## config.mk

```make
export PLATFORM = sky130hd
export DESIGN_NAME = memory_stage_ctrl_flat
export DESIGN_NICKNAME = d
export VERILOG_FILES = /design/src/rtl/memory_stage_if.sv /design/src/rtl/memory_stage_ctrl.sv /design/src/flat_wrapper.sv
export SDC_FILE = /design/constraint.sdc
export NUM_CORES = 1
export LEC_CHECK = 0
export ABC_CLOCK_PERIOD_IN_PS = 3200
export CAP_MARGIN = 20
export CORE_MARGIN = 1
export CORE_UTILIZATION = 38
export DETAILED_ROUTE_END_ITERATION = 6
export PLACE_DENSITY = 0.79
export SYNTH_ARGS = -nofsm -noshare
export SYNTH_HDL_FRONTEND = slang
export SYNTH_SLANG_ARGS = --single-unit
```

## constraint.sdc

```tcl
create_clock -name clk -period 3.2 [get_ports clk]
set_input_delay 0.64 -clock clk [delete_from_list [all_inputs] [get_ports clk]]
set_output_delay 0.64 -clock clk [all_outputs]
set_load 0.02 [all_outputs]
```

## src/rtl/memory_stage_if.sv

```systemverilog
// Memory-stage bundle: EM-side controls, data memory port and MW-side results.
// The slave modport is the memory stage itself; master is its environment.
interface memory_stage_if #(
    parameter int DATA_WIDTH     = 16,
    parameter int SP_WIDTH       = 32,
    parameter int MEM_ADDR_WIDTH = 20
);
    logic                      valid_in;
    logic                      mem_read;
    logic                      mem_write;
    logic                      push;
    logic                      pop;
    logic                      push_pc;
    logic                      pop_pc;
    logic [DATA_WIDTH-1:0]     alu_result;
    logic [DATA_WIDTH-1:0]     store_data;
    logic [2*DATA_WIDTH-1:0]   pc_in;
    logic [3:0]                reg_dst_num_in;
    logic [DATA_WIDTH-1:0]     mem_rdata;
    logic [MEM_ADDR_WIDTH-1:0] mem_addr;
    logic [DATA_WIDTH-1:0]     mem_wdata;
    logic                      mem_we;
    logic [DATA_WIDTH-1:0]     result_out;
    logic [3:0]                reg_dst_num_out;
    logic [DATA_WIDTH-1:0]     reg_dst_value_out;
    logic [SP_WIDTH-1:0]       sp_out;
    logic [2*DATA_WIDTH-1:0]   pc_out;
    logic                      pc_valid;
    logic                      stall_out;
    logic                      out_valid;

    modport slave (
        input  valid_in, mem_read, mem_write, push, pop, push_pc, pop_pc,
               alu_result, store_data, pc_in, reg_dst_num_in, mem_rdata,
        output mem_addr, mem_wdata, mem_we, result_out, reg_dst_num_out,
               reg_dst_value_out, sp_out, pc_out, pc_valid, stall_out, out_valid
    );

    modport master (
        output valid_in, mem_read, mem_write, push, pop, push_pc, pop_pc,
               alu_result, store_data, pc_in, reg_dst_num_in, mem_rdata,
        input  mem_addr, mem_wdata, mem_we, result_out, reg_dst_num_out,
               reg_dst_value_out, sp_out, pc_out, pc_valid, stall_out, out_valid
    );
endinterface

```

## src/rtl/memory_stage_ctrl.sv

```systemverilog
// Pipeline memory stage: loads/stores, 16-bit PUSH/POP and two-cycle 32-bit PC push/pop.
// Owns the stack pointer; all outputs other than sp_out are combinational.
module memory_stage_ctrl #(
    parameter int                  DATA_WIDTH     = 16,
    parameter int                  SP_WIDTH       = 32,
    parameter int                  MEM_ADDR_WIDTH = 20,
    parameter logic [SP_WIDTH-1:0] SP_RESET       = 32'h000F_FFFF
) (
    input  logic                clk,
    input  logic                reset,
    memory_stage_if.slave       bus
);
    typedef enum logic [0:0] {
        IDLE   = 1'b0,
        SECOND = 1'b1
    } state_t;

    state_t                  state_r, state_nxt_s;
    logic [SP_WIDTH-1:0]     sp_r, sp_nxt_s;
    logic [DATA_WIDTH-1:0]   hi_latch_r, hi_latch_nxt_s;
    logic                    op_pop_r, op_pop_nxt_s;

    logic [SP_WIDTH-1:0]     addr_s;
    logic [SP_WIDTH-1:0]     sp_inc_s;
    logic [SP_WIDTH-1:0]     sp_dec_s;
    logic [DATA_WIDTH-1:0]   wdata_s;
    logic [DATA_WIDTH-1:0]   result_s;
    logic                    we_s;
    logic                    stall_s;
    logic                    out_valid_s;
    logic                    pc_valid_s;

    assign sp_inc_s = sp_r + SP_WIDTH'(1);
    assign sp_dec_s = sp_r - SP_WIDTH'(1);

    // State register, stack pointer and latched half of a 32-bit pop
    always_ff @(posedge clk) begin
        if (!reset) begin
            state_r    <= IDLE;
            sp_r       <= SP_RESET;
            hi_latch_r <= {DATA_WIDTH{1'b0}};
            op_pop_r   <= 1'b0;
        end else begin
            state_r    <= state_nxt_s;
            sp_r       <= sp_nxt_s;
            hi_latch_r <= hi_latch_nxt_s;
            op_pop_r   <= op_pop_nxt_s;
        end
    end

    // Next-state, memory port and result selection
    always_comb begin
        state_nxt_s    = state_r;
        sp_nxt_s       = sp_r;
        hi_latch_nxt_s = hi_latch_r;
        op_pop_nxt_s   = op_pop_r;
        addr_s         = SP_WIDTH'(bus.alu_result);
        wdata_s        = bus.store_data;
        result_s       = bus.alu_result;
        we_s           = 1'b0;
        stall_s        = 1'b0;
        out_valid_s    = 1'b0;
        pc_valid_s     = 1'b0;

        case (state_r)
            IDLE: begin
                if (!bus.valid_in) begin
                    out_valid_s = 1'b0;
                end else if (bus.push_pc) begin
                    addr_s       = sp_r;
                    wdata_s      = bus.pc_in[2*DATA_WIDTH-1:DATA_WIDTH];
                    we_s         = 1'b1;
                    sp_nxt_s     = sp_dec_s;
                    stall_s      = 1'b1;
                    op_pop_nxt_s = 1'b0;
                    state_nxt_s  = SECOND;
                end else if (bus.pop_pc) begin
                    // The low half was pushed last, so it is the first word popped
                    addr_s         = sp_inc_s;
                    hi_latch_nxt_s = bus.mem_rdata;
                    sp_nxt_s       = sp_inc_s;
                    stall_s        = 1'b1;
                    op_pop_nxt_s   = 1'b1;
                    state_nxt_s    = SECOND;
                end else if (bus.push) begin
                    addr_s      = sp_r;
                    we_s        = 1'b1;
                    sp_nxt_s    = sp_dec_s;
                    out_valid_s = 1'b1;
                end else if (bus.pop) begin
                    addr_s      = sp_inc_s;
                    result_s    = bus.mem_rdata;
                    sp_nxt_s    = sp_inc_s;
                    out_valid_s = 1'b1;
                end else if (bus.mem_write) begin
                    we_s        = 1'b1;
                    out_valid_s = 1'b1;
                end else if (bus.mem_read) begin
                    result_s    = bus.mem_rdata;
                    out_valid_s = 1'b1;
                end else begin
                    out_valid_s = 1'b1;
                end
            end
            SECOND: begin
                if (op_pop_r) begin
                    addr_s      = sp_inc_s;
                    pc_valid_s  = 1'b1;
                    sp_nxt_s    = sp_inc_s;
                end else begin
                    addr_s      = sp_r;
                    wdata_s     = bus.pc_in[DATA_WIDTH-1:0];
                    we_s        = 1'b1;
                    sp_nxt_s    = sp_dec_s;
                end
                out_valid_s = 1'b1;
                state_nxt_s = IDLE;
            end
            default: begin
                state_nxt_s = IDLE;
            end
        endcase
    end

    assign bus.mem_addr          = addr_s[MEM_ADDR_WIDTH-1:0];
    assign bus.mem_wdata         = wdata_s;
    assign bus.mem_we            = we_s & reset;
    assign bus.result_out        = result_s;
    assign bus.reg_dst_num_out   = bus.reg_dst_num_in;
    assign bus.reg_dst_value_out = bus.store_data;
    assign bus.sp_out            = sp_r;
    assign bus.pc_out            = {bus.mem_rdata, hi_latch_r};
    assign bus.pc_valid          = pc_valid_s & reset;
    assign bus.stall_out         = stall_s & reset;
    assign bus.out_valid         = out_valid_s & reset;
endmodule

```

## src/flat_wrapper.sv

```systemverilog
// flat-port wrapper written by rule: the top's interface ports become plain ports
module memory_stage_ctrl_flat 
#(
    parameter int                  DATA_WIDTH     = 16,
    parameter int                  SP_WIDTH       = 32,
    parameter int                  MEM_ADDR_WIDTH = 20,
    parameter logic [SP_WIDTH-1:0] SP_RESET       = 32'h000F_FFFF
)
  (clk, reset, bus_valid_in, bus_mem_read, bus_mem_write, bus_push, bus_pop, bus_push_pc, bus_pop_pc, bus_alu_result, bus_store_data, bus_pc_in, bus_reg_dst_num_in, bus_mem_rdata, bus_mem_addr, bus_mem_wdata, bus_mem_we, bus_result_out, bus_reg_dst_num_out, bus_reg_dst_value_out, bus_sp_out, bus_pc_out, bus_pc_valid, bus_stall_out, bus_out_valid);
  memory_stage_if #(.DATA_WIDTH(DATA_WIDTH), .SP_WIDTH(SP_WIDTH), .MEM_ADDR_WIDTH(MEM_ADDR_WIDTH)) bus_i ();
  input  logic clk;
  input  logic reset;
  input wire logic [$bits(bus_i.valid_in)-1:0] bus_valid_in;
  input wire logic [$bits(bus_i.mem_read)-1:0] bus_mem_read;
  input wire logic [$bits(bus_i.mem_write)-1:0] bus_mem_write;
  input wire logic [$bits(bus_i.push)-1:0] bus_push;
  input wire logic [$bits(bus_i.pop)-1:0] bus_pop;
  input wire logic [$bits(bus_i.push_pc)-1:0] bus_push_pc;
  input wire logic [$bits(bus_i.pop_pc)-1:0] bus_pop_pc;
  input wire logic [$bits(bus_i.alu_result)-1:0] bus_alu_result;
  input wire logic [$bits(bus_i.store_data)-1:0] bus_store_data;
  input wire logic [$bits(bus_i.pc_in)-1:0] bus_pc_in;
  input wire logic [$bits(bus_i.reg_dst_num_in)-1:0] bus_reg_dst_num_in;
  input wire logic [$bits(bus_i.mem_rdata)-1:0] bus_mem_rdata;
  output wire logic [$bits(bus_i.mem_addr)-1:0] bus_mem_addr;
  output wire logic [$bits(bus_i.mem_wdata)-1:0] bus_mem_wdata;
  output wire logic [$bits(bus_i.mem_we)-1:0] bus_mem_we;
  output wire logic [$bits(bus_i.result_out)-1:0] bus_result_out;
  output wire logic [$bits(bus_i.reg_dst_num_out)-1:0] bus_reg_dst_num_out;
  output wire logic [$bits(bus_i.reg_dst_value_out)-1:0] bus_reg_dst_value_out;
  output wire logic [$bits(bus_i.sp_out)-1:0] bus_sp_out;
  output wire logic [$bits(bus_i.pc_out)-1:0] bus_pc_out;
  output wire logic [$bits(bus_i.pc_valid)-1:0] bus_pc_valid;
  output wire logic [$bits(bus_i.stall_out)-1:0] bus_stall_out;
  output wire logic [$bits(bus_i.out_valid)-1:0] bus_out_valid;
  assign bus_i.valid_in = bus_valid_in;
  assign bus_i.mem_read = bus_mem_read;
  assign bus_i.mem_write = bus_mem_write;
  assign bus_i.push = bus_push;
  assign bus_i.pop = bus_pop;
  assign bus_i.push_pc = bus_push_pc;
  assign bus_i.pop_pc = bus_pop_pc;
  assign bus_i.alu_result = bus_alu_result;
  assign bus_i.store_data = bus_store_data;
  assign bus_i.pc_in = bus_pc_in;
  assign bus_i.reg_dst_num_in = bus_reg_dst_num_in;
  assign bus_i.mem_rdata = bus_mem_rdata;
  assign bus_mem_addr = bus_i.mem_addr;
  assign bus_mem_wdata = bus_i.mem_wdata;
  assign bus_mem_we = bus_i.mem_we;
  assign bus_result_out = bus_i.result_out;
  assign bus_reg_dst_num_out = bus_i.reg_dst_num_out;
  assign bus_reg_dst_value_out = bus_i.reg_dst_value_out;
  assign bus_sp_out = bus_i.sp_out;
  assign bus_pc_out = bus_i.pc_out;
  assign bus_pc_valid = bus_i.pc_valid;
  assign bus_stall_out = bus_i.stall_out;
  assign bus_out_valid = bus_i.out_valid;
  memory_stage_ctrl #(.DATA_WIDTH(DATA_WIDTH), .SP_WIDTH(SP_WIDTH), .MEM_ADDR_WIDTH(MEM_ADDR_WIDTH), .SP_RESET(SP_RESET)) u_core (.clk(clk), .reset(reset), .bus(bus_i));
endmodule
```

# --- Yosys cells after proc, flatten, opt, wreduce, memory -nomap -nowiden ---
# Index checks and enable logic that the tools add are counted.
op_classes:
  n_eq_ne: 2
  n_bitwise: 6
  reduce_logical: 4
  mux: 47
  add_sub_neg: 2
ops:
  columns: ["operator", "n"]
  rows:
  - ["$mux W32", 6]
  - ["$mux W16", 11]
  - ["$mux W20", 6]
  - ["$pmux W32 S2", 1]
  - ["$pmux W20 S2", 1]
  - ["$add A32 B1 Y32 const B", 1]
  - ["$pmux W16 S2", 1]
  - ["$sub A32 B1 Y32 const B", 1]
  - ["$mux W1", 18]
  - ["$pmux W1 S2", 3]
  - ["$ne A5 B5 Y1 const B", 1]
  - ["$and A1 B1 Y1", 4]
  - ["$reduce_and A4 Y1", 1]
  - ["$reduce_and A3 Y1", 1]
  - ["$ne A2 B2 Y1 const B", 1]
  - ["$not A1 Y1", 2]
  - ["$reduce_and A2 Y1", 1]
  - ["$reduce_bool A2 Y1", 1]
totals:
  register_bits: 50
  word_cells: 65
  inputBits: 93
  out_inout_bits: 140

# --- Longest topological paths before layout ---
# Gate-level depths: netlist of run 1.
logic_depth:
  depth_word: 8
  depth_mapped: 10
  ltp_nobuf: 8

# --- Worst setup path after synthesis of run 1 ---
# OpenSTA, ideal clock, no wires.
synth_path:
  kind: "input to output"
  from: "input bus_pop_pc"
  to: "output bus_mem_addr[9]"
  arrival_time_ns: 2.762
  path_stages: 6
  path_slack_ns: -0.202
  n_path_buf: 2
  required_time_ns: 2.560
  path_cell_list: "clkbuf_1 nor2b_1 o31ai_1 clkbuf_1 nand2_1 o311ai_0"
synth_via:
  elab_chain_cells: 4
synth_rtl:
  columns: ["element", "line_no", "rtl"]
  rows:
  - ["start, declared", "flat_wrapper.sv:19", "input wire logic [$bits(bus_i.pop_pc)-1:0] bus_pop_pc;"]
  - ["$mux W20", "memory_stage_ctrl.sv:77", "end else if (bus.pop_pc) begin"]
  - ["$mux W20", "memory_stage_ctrl.sv:69", "end else if (bus.push_pc) begin"]
  - ["$mux W20", "memory_stage_ctrl.sv:67", "if (!bus.valid_in) begin"]
  - ["$pmux W20 S2", "memory_stage_ctrl.sv:65", "case (state_r)"]
  - ["end, declared", "flat_wrapper.sv:25", "output wire logic [$bits(bus_i.mem_addr)-1:0] bus_mem_addr;"]
# No other way between the ends.

# --- Final worst setup path of run 1 ---
layout_path:
  from: "input bus_push"
  to: "output bus_mem_addr[19]"
layout_via:
  elab_chain_cells: 5
layout_rtl:
  columns: ["element", "line_no", "rtl"]
  rows:
  - ["start, declared", "flat_wrapper.sv:16", "input wire logic [$bits(bus_i.push)-1:0] bus_push;"]
  - ["$mux W20", "memory_stage_ctrl.sv:85", "end else if (bus.push) begin"]
  - ["$mux W20", "memory_stage_ctrl.sv:77", null]
  - ["$mux W20", "memory_stage_ctrl.sv:69", null]
  - ["$mux W20", "memory_stage_ctrl.sv:67", null]
  - ["$pmux W20 S2", "memory_stage_ctrl.sv:65", null]
# No other way between the ends.

==> results.md, run 1 <==
* Synth top area cells: dfxtp_1 21%, nand2_1 7.3%, a21oi_1 7.2%
* Fin crit period at 3.19 ns
* Yosys reg bits at 50
* Cts hold-fix bufs at 0
* Async set-reset flop share out of synthesis at 0%
* Number of distinct library cells after synthesis at 64
* Mapped Area at 0.00486 sq mm
* Leak Pwr at 3.11 nW
* Status: complete, no violations
* Antenna-violating nets left at 0
* Initial Util at 39.8%
* Met1 Track Usage GR at 43.5%
* WHS at 0.457 ns
* Register-to-register path setup slack at 0.23 ns
* Root buffer cell: clkbuf_16
* Iter 0 DRT Violations at 804
* Largest net degree at the start of global routing at 31
* DIE HEIGHT at 115 um
* Final number of setup-violating endpoints at 0
* Area after DPL at 0.00762 sq mm
* Pre-Repair DR Iteration Count at 6
* TritonCTS clock tree: yes
* Total GRT Usage at 30.9%
* Yosys Warn Count at 0
* Remaining DRCs at 0
* Layer with the highest usage: met2
* Post-synth EDFFs at 0
* Critical Path End Type: primary output
* Routability-driven placement congestion ratio at 0.948
* CTS clk-pin slew, worst paths at 0.07 ns
* Sink Count at 50
* Final nets at 1042
* WS Path Type: primary input to primary output
* Via count at 6441
* Most common cell after layout, fill and taps aside: clkdlybuf4s50_1
* Arr. time, crit path at 2.55 ns
* Worst Path Max Fanout at 7
* Syn_nets at 797
* Power per cell area at 349 mW/mm^2
* Syn Inst Count at 700
* Row count at 40
* Final Instance Count excl. Fillers at 1114
* Worst-Skew Late Latency at 0.29 ns
* Synth area leader: dfxtp_1
* DPL Wire Length at 16.6 mm
* Routed WL per cell at 18.8 um
* Initial antenna violation count at 1
* Final hold vios at 0
* Num CTS Buffers at 5
* Final instance area at 0.00782 sq mm
* RSZ-0062 raised after global routing: yes
* Slew headroom at 60.1%
* Sequential area share after synthesis at 20.6%
* Vias in the first global route at 5704
* Mapped Avg Cell Area at 6.94 sq um
* Max_cap viols at 0
* Worst Hold Class: register to register
* Global-route wire length before repair at 31.7 mm
* Final Util at 64.1%
* Inst Count DP at 1100
* Most frequent cells in the layout: 182 x clkdlybuf4s50_1, 115 x buf_4, 95 x nand2_1
* Num ports at 233
* Clk_skew at 0.00745 ns
* Met2 Usage GRT at 49.9%
* Clk buf depth at 2
* PortBufs at 224
* Final WL at 20.9 mm
* Period utilization at 99.8%
* Peak supply drop at 0.000243 V
* Drt via density at 5.78
* Post-synth top flop: dfxtp_1
* Yosys top cell area share at 20.6%
* Gr ovfl total at 0
* Met3 Use GR at 3.85%
* Share of cells above drive strength 1 at 18.0%
* Worst Tran Pin Value at 0.598 ns
* Core Area at 0.0122 sq mm
* Die ar. at 0.0132 sq mm
* H-tree depth at 2
* Pins over their slew limit at 0
* Crit path launch type: primary input
* Area grow syn2layout at 61.0%
* CP required at 2.56 ns
* Die Wd at 115 um
* F_max at 313 MHz
report_power, final:
group	switching (W)	total, W	internal, W
logic	0.000810	0.00151	0.000697
clock network	0.000233	0.000520	0.000287
registers	0.0000447	0.000706	0.000661
total	0.00109	0.00273	0.00165
path summary, 6_finish.rpt:
path / start / to / depth (start not counted)
worst max register to register: u_core.bus.sp_out[7] / u_core.bus.sp_out[27] / 7
worst max-delay path: bus_push / bus_mem_addr[19] / 8
worst min register to register: u_core.hi_latch_r[2] / u_core.hi_latch_r[2] / 2
worst min-delay path: u_core.hi_latch_r[2] / u_core.hi_latch_r[2] / 2
what timing repair did:
action,4_1_cts,5_1_grt
gates cloned,0,0
setup buffers,1,5
endpoints found under the setup margin,53,34
pin swaps,3,4
gates resized for setup,59,24
kinds of logic after synthesis:
family	count (synthesis)	share of synthesized area [%]
flip-flops	50	20.6
AND/OR/NAND/NOR	271	27.5
XOR/XNOR	25	4.51
adder cells (fa/ha/maj)	4	1.03
AO/OA/AOI/OAI	203	27.0
multiplexers	36	7.85
buffers and inverters	111	11.5
per-stage QoR:
step,setup TNS (ns),power [W],setup slack [ns]
CTS,0,0.00269,0.0189
finish,0,0.00273,0.00671
floorplan,0,0.00149,0.0440
global route,-0.0254,0.00286,-0.0254
global placement,-16.33,0.00219,-0.605
detailed placement,-17.41,0.00220,-0.648
worst max-delay path: stages:
cell and delay (ns):
clkdlybuf4s15_2 0.26, or4_4 0.60, a21oi_4 0.15, buf_6 0.13, nor2_1 0.11, a31oi_1 0.25, nor2_1 0.08, dlygate4sd2_1 0.32
area by class of cell:
cell class / instances / area, sq um
inverters: 9 / 33.8
clock buffers: 7 / 133
diodes: 1 / 2.50
flip-flops and latches: 50 / 1000
multi-input cells: 539 / 3380
fillers: 1153 / 4390
repair buffers: 340 / 3060
well taps: 168 / 210
flip-flops by register name (all words and copies together), names as in the netlist:
signal and flops:
u_core.state_r 1, u_core.hi_latch_r 16, u_core.op_pop_r 1, u_core.bus.sp_out 32
synth_stat cells (17+ instances only):
library cell	n
buf_4	36
mux2_2	17
nor2_1	46
mux2i_1	19
a211oi_1	18
nor3_1	22
dfxtp_1	50
xnor2_1	18
nand2_1	95
a21oi_1	70
nand3_1	18
clkbuf_1	53
o21ai_0	35
and3_1	26
routing by layer:
metal	wire length [um]	vias to the layer above
met5	0	-
li1	-	3017
met4	307	0
met3	1960	29
met1	9100	3005
met2	9570	390
Power figures use the tool's default switching activity.
==> inputs of run 2 (changes only) <==
--- a/config.mk
+++ b/config.mk
@@ -14,3 +14,4 @@
 export SYNTH_ARGS = -nofsm -noshare
 export SYNTH_HDL_FRONTEND = slang
 export SYNTH_SLANG_ARGS = --single-unit
+export TNS_END_PERCENT = 50
==> results.md, run 2 (synthesis gave the netlist of run 1 again) <==
* Gr ovfl total at 0 (unchanged)
* Iter 0 DRT Violations at 763 (was 804)
* PortBufs at 224 (unchanged)
* Worst Setup SP: u_core.bus.sp_out[11] (was bus_push)
* Crit path launch type: register (was primary input)
* Hold Crit Depth at 2 (unchanged)
* Cts hold-fix bufs at 0 (unchanged)
* Most frequent cells in the layout: 182 x clkdlybuf4s50_1, 112 x buf_4, 95 x nand2_1 (was 182 x clkdlybuf4s50_1, 115 x buf_4, 95 x nand2_1)
* CP cell instances: nand4_1, nor4_1, buf_4, nand4_1, o21ai_0, a21boi_0, a211o_1, dlygate4sd2_1 (was clkdlybuf4s15_2, or4_4, a21oi_4, buf_6, nor2_1, a31oi_1, nor2_1, dlygate4sd2_1)
* Met2 Usage GRT at 49.9% (unchanged)
* DPL Wire Length at 16.6 mm (unchanged)
* Reg2reg start: u_core.bus.sp_out[7] (unchanged)
* Power per cell area at 348 mW/mm^2 (was 349 mW/mm^2)
* Worst setup path end: bus_mem_addr[17] (was bus_mem_addr[19])
* Area grow syn2layout at 60.5% (was 61.0%)
* Initial antenna violation count at 1 (unchanged)
* Pre-Repair DR Iteration Count at 5 (was 6)
* Slew headroom at 60.2% (was 60.1%)
* Leak Pwr at 3.10 nW (was 3.11 nW)
* Cell family with most CP delay: simple AND/OR/NAND/NOR gates (unchanged)
* Num ports at 233 (unchanged)
* Routed WL per cell at 18.8 um (about the same)
* TritonCTS clock tree: yes (unchanged)
* Depth of the most critical reg-to-reg path at 7 (unchanged)
* Overall Power at 0.00271 W (was 0.00273 W)
* Antenna-violating nets left at 0 (unchanged)
* F_max at 313 MHz (about the same)
* Layer with the highest usage: met2 (unchanged)
* Row count at 40 (unchanged)
* Final nets at 1039 (was 1042)
* Critical Path End Type: primary output (unchanged)
* Register-to-register path setup slack at 0.22 ns (was 0.23 ns)
* Final Instance Count excl. Fillers at 1111 (was 1114)
* Fin crit period at 3.19 ns (about the same)
* Total GRT Usage at 30.9% (unchanged)
* Pins over their slew limit at 0 (unchanged)
* Final hold vios at 0 (unchanged)
* Core Area at 0.0122 sq mm (unchanged)
* Max reg flops at 32 (unchanged)
* Clk buf depth at 2 (unchanged)
* CP required at 2.56 ns (about the same)
* Most common cell after layout, fill and taps aside: clkdlybuf4s50_1 (unchanged)
* Final number of setup-violating endpoints at 0 (unchanged)
* Worst Hold Class: register to register (unchanged)
* Die ar. at 0.0132 sq mm (unchanged)
* WS Path Type: register to primary output (was primary input to primary output)
* Sink Count at 50 (unchanged)
* Root buffer cell: clkbuf_16 (unchanged)
* Global-route wire length before repair at 31.7 mm (unchanged)
* Num CTS Buffers at 5 (unchanged)
* Share of cells above drive strength 1 at 17.7% (was 18.0%)
* Routability-driven placement congestion ratio at 0.948 (unchanged)
* Critical path depth in cells at 8 (unchanged)
* RR Endpoint: u_core.bus.sp_out[27] (unchanged)
* Largest net degree at the start of global routing at 31 (unchanged)
* Worst Tran Pin Value at 0.597 ns (was 0.598 ns)
* Clk_skew at 0.00767 ns (was 0.00745 ns)
* Met3 Use GR at 3.85% (unchanged)
* Initial Util at 39.8% (unchanged)
* DIE HEIGHT at 115 um (unchanged)
* Vias in the first global route at 5704 (unchanged)
* Inst Count DP at 1100 (unchanged)
* Period utilization at 99.8% (about the same)
* Worst-Skew Late Latency at 0.29 ns (about the same)
* Final WL at 20.9 mm (about the same)
* Arr. time, crit path at 2.55 ns (about the same)
* Critical path's most frequent cell: nand4_1 (was nor2_1)
* CTS clk-pin slew, worst paths at 0.07 ns (about the same)
* Final Util at 63.9% (was 64.1%)
* Max_cap viols at 0 (unchanged)
* CP max-delay cell: dfxtp_1 (was or4_4)
* Status: complete, no violations (unchanged)
* CP Buf/Inv Count at 2 (was 3)
* RSZ-0062 raised after global routing: yes (unchanged)
* Remaining DRCs at 0 (unchanged)
* Peak supply drop at 0.000232 V (was 0.000243 V)
* Met1 Track Usage GR at 43.5% (unchanged)
* Via count at 6415 (was 6441)
* H-tree depth at 2 (unchanged)
* Worst Path Max Fanout at 5 (was 7)
* Drt via density at 5.77 (was 5.78)
* Largest stage delay on the critical path at 0.34 ns (was 0.60 ns)
* Die Wd at 115 um (unchanged)
## run 2: worst min-delay path by stage
stage	end	slack [ns]	start
final	u_core.hi_latch_r[2]	0.46	u_core.hi_latch_r[2]
after global routing	u_core.hi_latch_r[2]	0.48	u_core.hi_latch_r[2]
after CTS	u_core.hi_latch_r[2]	0.46	u_core.hi_latch_r[2]
after detailed placement	u_core.hi_latch_r[2]	0.45	u_core.hi_latch_r[2]
after global placement	u_core.hi_latch_r[9]	0.44	u_core.hi_latch_r[9]
after floorplan	u_core.hi_latch_r[0]	0.53	u_core.hi_latch_r[0]
## run 2: routing by layer
metal / wire length [um] / vias to the layer above / part of all wire (%)
li1: - / 3006 / -
met1: 9020 / 2988 / 43
met2: 9510 / 381 / 45
met3: 2040 / 40 / 9.8
met4: 347 / 0 / 1.7
met5: 0 / - / 0
## run 2: worst reg2reg max path: cells and delay by family, from the launching register on
kind | cells | cell delay [ns]
compound gates | 2 | 0.48
simple gates | 4 | 1.94
buf+inv | 1 | 0.18
flops | 1 | 0.32
## run 2: cell type report
cell class	count	area (sq um)
sequential	50	1000
clock buffer	7	133
multi-input combinational	539	3380
antenna	1	2.50
timing repair buffer	337	3030
tap	168	210
fill	1159	4410
inverter	9	33.8
## run 2: power by group
part	total (W)	leakage (nW)	switching, W	internal, W
registers	0.000706	0.408	0.0000442	0.000661
logic	0.00149	2.63	0.000805	0.000687
clock network	0.000515	0.0640	0.000228	0.000287
total	0.00271	3.10	0.00108	0.00164
## run 2: what timing repair did
item                                    CTS  global route
gates resized for setup                  59            24
endpoints found under the setup margin   53            34
buffers inserted                          1             2
pin swaps                                 3             3
## run 2: metrics by stage
stage	area (sq um)	setup TNS (ns)	worst slack, ns	hold slack (ns)
finish	7800	0	0.00767	0.457
floorplan	4870	0	0.0440	0.535
global placement	7620	-16.33	-0.605	0.441
global route	7800	-0.0742	-0.0652	0.477
detailed placement	7620	-17.41	-0.648	0.447
CTS	7740	0	0.0189	0.457
==> inputs of run 3 (changes only) <==
--- a/config.mk
+++ b/config.mk
@@ -9,6 +9,7 @@
 export CAP_MARGIN = 20
 export CORE_MARGIN = 1
 export CORE_UTILIZATION = 38
+export CTS_CLUSTER_SIZE = 12
 export DETAILED_ROUTE_END_ITERATION = 6
 export PLACE_DENSITY = 0.79
 export SYNTH_ARGS = -nofsm -noshare
==> results of run 3 <==
Final layout, timing and power as in run 2 (identical DEF).
